$ cat config.mk
export PLATFORM = sky130hd
export DESIGN_NAME = unit_align_mant_pipe
export DESIGN_NICKNAME = d
export VERILOG_FILES = /design/src/rtl/unit_align_mant_pipe.sv
export SDC_FILE = /design/constraint.sdc
export NUM_CORES = 1
export LEC_CHECK = 0
export CORE_UTILIZATION = 30
export DETAILED_ROUTE_END_ITERATION = 8
export GPL_TIMING_DRIVEN = 1
export HOLD_SLACK_MARGIN = 0.12
export PLACE_DENSITY = 0.55
export SLEW_MARGIN = 10
export SYNTH_ARGS = -nofsm -noshare
export SYNTH_HDL_FRONTEND = slang
export SYNTH_SLANG_ARGS = --single-unit
export TNS_END_PERCENT = 10
$ cat constraint.sdc
create_clock -name clk -period 3.86 [get_ports clk]
set_input_delay 0.386 -clock clk [delete_from_list [all_inputs] [get_ports clk]]
set_output_delay 0.386 -clock clk [all_outputs]
set_load 0.005 [all_outputs]
$ cat src/rtl/unit_align_mant_pipe.sv
// ============================================================================
// unit_align_mant_pipe
// ----------------------------------------------------------------------------
// Two-stage mantissa alignment and operand-select stage of the FP adder.
//   S1: extends both mantissas with the hidden bit and GRS_W guard bits,
//       picks the operand with the smaller exponent and right-shifts it by
//       E_sub (clamped to the extended width W).
//   S2: orders the aligned pair so that Augend >= Addend and reports on
//       C_mant whether the unshifted operand was strictly larger.
// Valid/ready handshake on both sides; at most two beats in flight.
//
// Optional build macro:
//   ALIGN_STICKY_EN - when defined, the OR of all bits shifted out of the
//                     smaller operand is folded into bit 0 of the shifted
//                     value before the S2 compare. Undefined: plain
//                     truncating shift.
//
// Ports:
//   clk        in   1        clock, rising edge
//   rst        in   1        synchronous active-high reset
//   in_valid   in   1        input beat valid
//   in_ready   out  1        stage accepts a beat this cycle
//   Mant_A     in   MANT_W   stored mantissa A (no hidden bit)
//   Mant_B     in   MANT_W   stored mantissa B (no hidden bit)
//   E_sub      in   EXP_W    |Ea-Eb|, unsigned shift amount
//   Ce         in   1        1: shift A (Eb larger), 0: shift B
//   out_valid  out  1        output beat valid
//   out_ready  in   1        downstream accepts the beat
//   Augend     out  W        larger aligned mantissa
//   Addend     out  W        smaller aligned mantissa
//   C_mant     out  1        1 when unshifted operand > shifted operand
// ============================================================================
module unit_align_mant_pipe #(
    parameter int MANT_W = 23,
    parameter int EXP_W  = 8,
    parameter int GRS_W  = 4
) (
    input  logic                      clk,
    input  logic                      rst,
    input  logic                      in_valid,
    output logic                      in_ready,
    input  logic [MANT_W-1:0]         Mant_A,
    input  logic [MANT_W-1:0]         Mant_B,
    input  logic [EXP_W-1:0]          E_sub,
    input  logic                      Ce,
    output logic                      out_valid,
    input  logic                      out_ready,
    output logic [MANT_W+GRS_W:0]     Augend,
    output logic [MANT_W+GRS_W:0]     Addend,
    output logic                      C_mant
);

    localparam int W    = MANT_W + 1 + GRS_W;
    localparam int SH_W = $clog2(W + 1);
    // Common width for comparing E_sub against W without truncating either.
    localparam int CW   = (EXP_W > SH_W) ? EXP_W : SH_W;

    // Any shift of W or more empties the operand, so clamp to W.
    function automatic logic [SH_W-1:0] clamp_shift(input logic [EXP_W-1:0] e);
        if (CW'(e) >= CW'(W)) begin
            return SH_W'(W);
        end
        return SH_W'(e);
    endfunction

    // Logical right shift with optional sticky collection of lost bits.
    function automatic logic [W-1:0] align_shift(input logic [W-1:0] m,
                                                 input logic [SH_W-1:0] sh);
        logic [W-1:0] r;
        r = m >> sh;
`ifdef ALIGN_STICKY_EN
        // Mask of the low sh bits; a shift by W yields an all-ones mask.
        r[0] = r[0] | (|(m & ~({W{1'b1}} << sh)));
`endif
        return r;
    endfunction

    logic [W-1:0] m_a, m_b, m_em, m_el;
    logic         vld_p1, vld_p2;
    logic [W-1:0] em_p1, sr_p1;
    logic [W-1:0] aug_p2, add_p2;
    logic         cm_p2;
    logic         s2_adv, in_fire, sel;

    assign m_a  = {1'b1, Mant_A, {GRS_W{1'b0}}};
    assign m_b  = {1'b1, Mant_B, {GRS_W{1'b0}}};
    assign m_em = Ce ? m_b : m_a;
    assign m_el = Ce ? m_a : m_b;

    assign s2_adv   = vld_p1 && (!vld_p2 || out_ready);
    assign in_ready = !vld_p1 || s2_adv;
    assign in_fire  = in_valid && in_ready;

    // ---- stage 1: extend, select and align --------------------------------
    always_ff @(posedge clk) begin
        if (in_fire) begin
            em_p1 <= m_em;
            sr_p1 <= align_shift(m_el, clamp_shift(E_sub));
        end
    end

    // Equal values give sel=0, so the shifted operand lands on Augend.
    assign sel = (em_p1 > sr_p1);

    // ---- stage 2: order the pair; control and visible outputs -------------
    always_ff @(posedge clk) begin
        if (rst) begin
            vld_p1 <= 1'b0;
            vld_p2 <= 1'b0;
            aug_p2 <= '0;
            add_p2 <= '0;
            cm_p2  <= 1'b0;
        end else begin
            if (in_ready) begin
                vld_p1 <= in_valid;
            end
            if (s2_adv) begin
                vld_p2 <= 1'b1;
                aug_p2 <= sel ? em_p1 : sr_p1;
                add_p2 <= sel ? sr_p1 : em_p1;
                cm_p2  <= sel;
            end else if (out_ready) begin
                vld_p2 <= 1'b0;
            end
        end
    end

    assign out_valid = vld_p2;
    assign Augend    = aug_p2;
    assign Addend    = add_p2;
    assign C_mant    = cm_p2;

endmodule

== Yosys cells after proc, flatten, opt, wreduce, memory -nomap -nowiden ==
Index checks and enable logic that the tools add are counted.
Cells by class
  shift-type cells: 1
  mux-type cells: 11
  $lt $le $gt $ge: 2
  reduce and logical (&&, ||, !) cells: 7
Operator list (number)
  two-way mux 28 bit: 2
  two-way mux 27 bit: 2
  greater-than comparator 28 bit: 1
  >> shifter 28 x 5 -> 28 bit: 1
  two-way mux 5 bit: 3
  >= comparator 8 x 5 -> 1 bit, second input constant: 1
  two-way mux 1 bit: 4
  logical AND 1 bit: 2
  zero test 1 bit: 2
  logical OR 1 bit: 2
  nonzero test 2 bit: 1
Storage, ports and cells
  input bits: 59
  output and inout port bits: 59
  register bits after elaboration: 115

== Depth between registers and ports, before layout ==
Gate-level depths: netlist of run 1.
  depth in word-level cells: 9
  mapped depth: 10
  depth with buffers taken out: 8

== Least setup slack after synthesis of run 1 ==
OpenSTA, ideal clock, no wires.
  kind: input port to flip-flop
  from: in E_sub[6]
  to: reg sr_p1[3] (data pin)
  data arrival time: 2490 ps
  buffers on the path: 1
  stages on the path: 7
  path slack: 1218 ps
  cell sequence: or3_1 buf_2 nor3_4 mux4_1 mux2_2 a221o_1 a31oi_1
Between the ends
  word-level cells in the longest chain between the ends: 6
RTL lines
  start, declared: RTL line 44  | input logic [EXP_W-1:0] E_sub,
  >= comparator 8 x 5 -> 1 bit: RTL line 60  | if (CW'(e) >= CW'(W)) begin
  two-way mux 1 bit: RTL line 60
  two-way mux 1 bit: RTL line 96  | if (in_fire) begin
  two-way mux 5 bit: RTL line 63  | return SH_W'(e);
  two-way mux 5 bit: RTL line 96
  >> shifter 28 x 5 -> 28 bit: RTL line 70  | r = m >> sh;
  end signal, assigned: RTL line 98  | sr_p1 <= align_shift(m_el, clamp_shift(E_sub));
  end, declared: RTL line 80  | logic [W-1:0] em_p1, sr_p1;
Every way passes these cells. The select of a mux whose other input is x is not followed.
A chain may end at the register's enable or synchronous reset.

== Final worst setup path of run 1 ==
  from: in E_sub[6]
  to: reg sr_p1[13] (data pin)
The elaborated chain is that of the path after synthesis.

==> impl_metrics.tcl, run 1 <==
set metrics [dict create \
    post_drt_via_cell_ratio 5.660 \
    post-place-ws_ns 0.5507 \
    h-tree-depth 3 \
    holdBufCountCts 0 \
    synth_top_family_by_area "compound AO/OA/AOI/OAI gates" \
    ys_seq_elements 110 \
    yosys_warnings 0 \
    start_util_pct 30.76 \
    synth_common_cells "nor2_1 (83), o21ai_0 (69), dfxtp_1 (59)" \
    ys_seq_area_share_pct 38.83 \
    gp_congestion 0.9395 \
    max_freq_ghz 0.3347 \
    rsz0062_at_grt "false" \
    ys_async_sr_fraction_pct 0 \
    n_fill_cell 2320 \
    die-area_sq_mm 0.02390 \
    synth_fa_ha_area_share_pct 4.120 \
    reg2reg_slack_ns 1.07 \
    multiInputGateArea_sq_mm 0.003909 \
    ir_worst_vdd_v 0.0002281 \
    core_sq_mm 0.02271 \
    dpl-instance-area_sq_mm 0.008429 \
    tns_ns 0 \
    skew_ns 0.01238 \
    antenna_found_initial 0 \
    crit_start "E_sub[6]" \
    clk_path_buf_depth 2 \
    clockRootBuffer "clkbuf_16" \
    dp_hpwl_mm 16.80 \
    setup.worst_path.class "input pin to flip-flop" \
    synth_cell_types 59 \
    slew_headroom_pct 25.84 \
    setup_viol 0 \
    ant_nets 0 \
    chipWidth_um 154.6 \
    drv_cap 0 \
    dr.pass1.iters 5 \
    powerDensity_mw_per_mm2 328.5 \
    syn_area_sq_mm 0.006985 \
    cp-end-kind "flip-flop" \
    finalHoldViolCount 0 \
    required_ns 4.02 \
    drc 0 \
    final_nets 932 \
    grt_pass1_vias 6099 \
    synth_ff_type "dfxtp_1" \
    num_vias 6452 \
    synth_cells 768 \
    p_total_uw 2856 \
    grt_pass1_wl_mm 35.31 \
    num_rows 55 \
    fp.dieH_um 154.6 \
    synth.area.top_cells "edfxtp_1 (22%), dfxtp_1 (17%), mux2i_1 (7.6%)" \
    hp-class "flip-flop to flip-flop" \
    crit_path_start_kind "input pin" \
    synth-edff-count 51 \
    insertion_delay_ns 0.36 \
    synth_most_common_cell "nor2_1" \
    cts_buffers 9 \
    drive_gt1_share_pct 10.29 \
    reg2reg_depth 8 \
    syn_to_final_growth_pct 24.49 \
    synth_mux_area_share_pct 15.39 \
    fin_crit_sh_pct 77.40 \
    worstSetupEndpoint "sr_p1[13]" \
    port_buffers 117 \
    r2r_end "Augend[16]" \
    seq_area_sq_mm 0.002713 \
    grt_use_total_pct 19.10 \
    grt_max_degree 60 \
    cts_setup_buffers 0 \
    worst_slack_ns 0.8726 \
    cts_tree "built" \
    cp_data_arrival_time_ns 3.15 \
    clock_sinks 110 \
    syn-num-nets 850 \
    totalWireLength_mm 22.53 \
    synthSimpleGateAreaFrac_pct 13.86 \
    gr-total-overflow 0 \
    critPathMaxFanout 16 \
    min_period_ns 2.987 \
    p_leak_uw 0.003114 \
    diodes 0 \
    avgRoutedWirePerCell_um 19.77 \
    ioPinCount 118 \
    clk_pin_slew_ns 0.07 \
    synth_compound_area_share_pct 22.25 \
    yosysTopAreaCell "edfxtp_1" \
    outcome "finished, final reports clean" \
    yosysTopAreaCellShare_pct 21.92 \
    cts_resized 0 \
    syn_area_per_cell_sq_um 9.096 \
    drtIter0Drc 495 \
    crit-reg2reg-launch "em_p1[5]" \
    drv_slew 0 \
    synth_xor_area_share_pct 0 \
    postLayoutCellArea_sq_mm 0.008696 \
    max_slew.worst_pin.slew_ns 1.112 \
]
==> placed cells by master (no fill, tap or decap), drive strengths merged, types with 5 or more instances in the layout <==
cell / n
clkbuf: 10
o21ai: 69
nor2: 83
a21oi: 38
mux2i: 53
o31ai: 5
clkdlybuf4s50: 115
ha: 23
o211ai: 15
inv: 28
a221oi: 7
a31oi: 27
nor3: 13
mux4: 9
nand4: 9
nand3: 32
a311oi: 23
edfxtp: 51
a211oi: 26
mux2: 30
dfxtp: 59
nand2: 40
nor4: 8
buf: 25
==> cells by family (layout without fill, tap and decap cells) <==
group           Yosys count  in the layout
flops                   110            110
fa+ha+maj                23             23
simple gates            207            207
compound gates          239            239
buf+inv                  97            184
mux                      92             92
==> how the worst min path moves through the flow <==
stage / startpoint / endpoint / depth (start not counted) / slack (ns)
floorplan: Addend[2] / Addend[2] / 2 / 0.45
detailed placement: Augend[2] / Augend[2] / 2 / 0.45
finish: Augend[2] / Augend[2] / 2 / 0.45
global route: Augend[3] / Augend[3] / 2 / 0.48
CTS: Augend[0] / Augend[0] / 2 / 0.46
global placement: Augend[2] / Augend[2] / 2 / 0.44
==> per-layer routing <==
metal | share of wire, % | global-route usage (%) | vias up
met4 | 1.7 | 5.705 | 0
met3 | 6.1 | 2.998 | 22
met5 | 0 | 0 | -
met2 | 43 | 28.53 | 226
met1 | 50 | 28.09 | 3103
li1 | - | - | 3101
==> cell type report <==
cell class                      instances  area share, %
Clock buffer                           10          2.633
Tap cell                              285          4.101
Multi-Input combinational cell        561          44.95
Inverter                               28          1.209
Clock inverter                          6         0.4317
Timing Repair Buffer                  140          15.48
Sequential cell                       110          31.19
==> power breakdown <==
group,internal [uW],switching (uW),total [uW]
registers,1300,63.2,1360
clock network,437,434,871
logic,293,330,623
==> registers in the layout, indices dropped and copies added (netlist names) <==
signal / count
em_p1: 23
vld_p1: 1
C_mant: 1
Augend: 28
out_valid: 1
Addend: 28
sr_p1: 28
==> through the flow <==
step           instances  util [%]  hold slack, ns
3_3_place_gp        1124     37.12          0.4411
6_report            1140     38.29          0.4550
3_5_place_dp        1124     37.12          0.4483
5_1_grt             1140     38.29          0.4766
2_1_floorplan        768         -          0.4483
4_1_cts             1140     38.29          0.4583
==> worst max-delay path: stages <==
cell             delay, ns
clkdlybuf4s50_1       0.50
or3_1                 0.65
nor3_4                0.26
buf_4                 0.29
mux2_2                0.38
o221ai_1              0.21
a21oi_1               0.14
a221oi_1              0.32
No activity file was read; power rests on OpenSTA's default activity.
==> inputs of run 2 (changes only) <==
- clock period: 3.86 -> 2.75 ns (I/O delays scaled with it)
==> run 2 against run 1 <==
Effect of this change: cell count increased by 5.3%; register-to-register slack got worse by 0.85 ns; largest cell class unchanged; hold slack got worse by 0.0040 ns; clock power increased by 45%; combinational power increased by 55%; routed wire length increased by 1.5%; sequential share of layout area decreased by 1.9 points; critical path type is now flip-flop to flip-flop; count of clock-buffer cells in the layout decreased by 1; die area unchanged; clock skew about the same; design area increased by 6.3%; worst setup slack got worse by 0.65 ns.
==> impl_metrics.tcl, run 2 (synthesized netlist as in run 1, its figures left out) <==
set metrics [dict create \
    outcome "finished, final reports clean" \
    seq_area_sq_mm 0.002713 \
    setup.worst_path.class "flip-flop to flip-flop" \
    postLayoutCoreUtil_pct 40.72 \
    dp.cells 1184 \
    critPathMaxFanout 50 \
    gp_congestion 0.8979 \
    timing.hold.ws_ns 0.4510 \
    chipWidth_um 154.6 \
    grt_pass1_vias 6233 \
    gr-total-overflow 0 \
    mostFrequentLayoutCells "clkdlybuf4s50_1 (115), nor2_1 (83), buf_4 (75), o21ai_0 (69), dfxtp_1 (59)" \
    drv_cap 0 \
    dp_hpwl_mm 17.52 \
    cts_setup_buffers 0 \
    clockRootBuffer "clkbuf_16" \
    grt_use_total_pct 19.51 \
    fin_cells 1200 \
    finalHoldViolCount 0 \
    rsz0062_at_grt "false" \
    syn_to_final_growth_pct 32.38 \
    antenna_found_initial 0 \
    max_freq_ghz 0.3954 \
    ioPinCount 118 \
    crit_path_start_kind "flip-flop" \
    n_fill_cell 2318 \
    worst_slack_ns 0.2206 \
    post-place-ws_ns -0.09997 \
    grt_max_degree 60 \
    ir_worst_vdd_v 0.0003408 \
    post_drt_via_cell_ratio 5.516 \
    avgRoutedWirePerCell_um 19.06 \
    cts_tree "built" \
    diodes 0 \
    drv_slew 0 \
    core_sq_mm 0.02271 \
    holdBufCountCts 0 \
    cts_resized 0 \
    num_rows 55 \
    port_buffers 117 \
    grt_pass1_wl_mm 35.92 \
    totalWireLength_mm 22.87 \
    fin_crit_sh_pct 91.98 \
    clk_pin_slew_ns 0.08 \
    insertion_delay_ns 0.36 \
    powerDensity_mw_per_mm2 447.1 \
    required_ns 2.93 \
    drc 0 \
    slew_headroom_pct 25.26 \
    fp.dieH_um 154.6 \
    clock_sinks 110 \
    min_period_ns 2.529 \
    cp-end-kind "flip-flop" \
    final_nets 992 \
    die-area_sq_mm 0.02390 \
    drive_gt1_share_pct 16.39 \
    hp-class "flip-flop to flip-flop" \
    skew_ns 0.01205 \
    p_total_uw 4135 \
    clk_path_buf_depth 2 \
    final_common_cell "clkdlybuf4s50_1" \
    dr.pass1.iters 5 \
    max_slew.worst_pin.slew_ns 1.121 \
    p_leak_uw 0.003454 \
    num_vias 6619 \
    start_util_pct 30.76 \
    multiInputGateArea_sq_mm 0.003909 \
    ant_nets 0 \
    h-tree-depth 3 \
    setup_viol 0 \
    cts_buffers 9 \
    cp_data_arrival_time_ns 2.71 \
    drtIter0Drc 504 \
]
[run 2: final cells by class]
class / instances / share of cell area (%)
timing repair buffer: 200 / 20.38
tap: 285 / 3.856
sequential: 110 / 29.33
inverter: 28 / 1.137
clock inverter: 7 / 0.5953
multi-input combinational: 561 / 42.27
clock buffer: 9 / 2.435
[run 2: where the power goes]
part           internal, uW  switching [uW]  leakage (uW)  total [uW]
sequential             1820            84.3      0.000993        1910
combinational           481             486       0.00232         967
clock                   628             633      0.000141        1260
[run 2: worst paths after layout]
check                           slack, ns       from         end  cells after the start
worst max-delay path                 0.22  em_p1[19]  Addend[23]                      8
worst min-delay path                 0.45  Augend[2]   Augend[2]                      2
worst max register to register       0.22  em_p1[19]  Addend[23]                      8
worst min register to register       0.45  Augend[2]   Augend[2]                      2
[run 2: critical path, cell delays in order (launching register included)]
cell and delay [ns]:
edfxtp_1 0.48, ha_1 0.36, nand4_1 0.13, nor2_1 0.13, nand2_1 0.14, or4_1 0.58
buf_12 0.22, a31oi_1 0.19, a211oi_1 0.10
[run 2: metrics by stage]
| step | area, sq um | setup TNS [ns] |
|---|---|---|
| after detailed placement | 8967 | -0.7110 |
| after floorplan | 6985 | 0 |
| after CTS | 9248 | 0 |
| final | 9248 | 0 |
| after global placement | 8967 | -0.4548 |
| after global routing | 9248 | 0 |
[run 2: per-layer routing]
metal	up-vias	GRT usage (%)	share of wire (%)
met5	-	0	0
met4	0	6.742	2.0
met3	27	2.718	5.4
met2	231	28.77	43
met1	3144	28.86	50
li1	3217	-	-
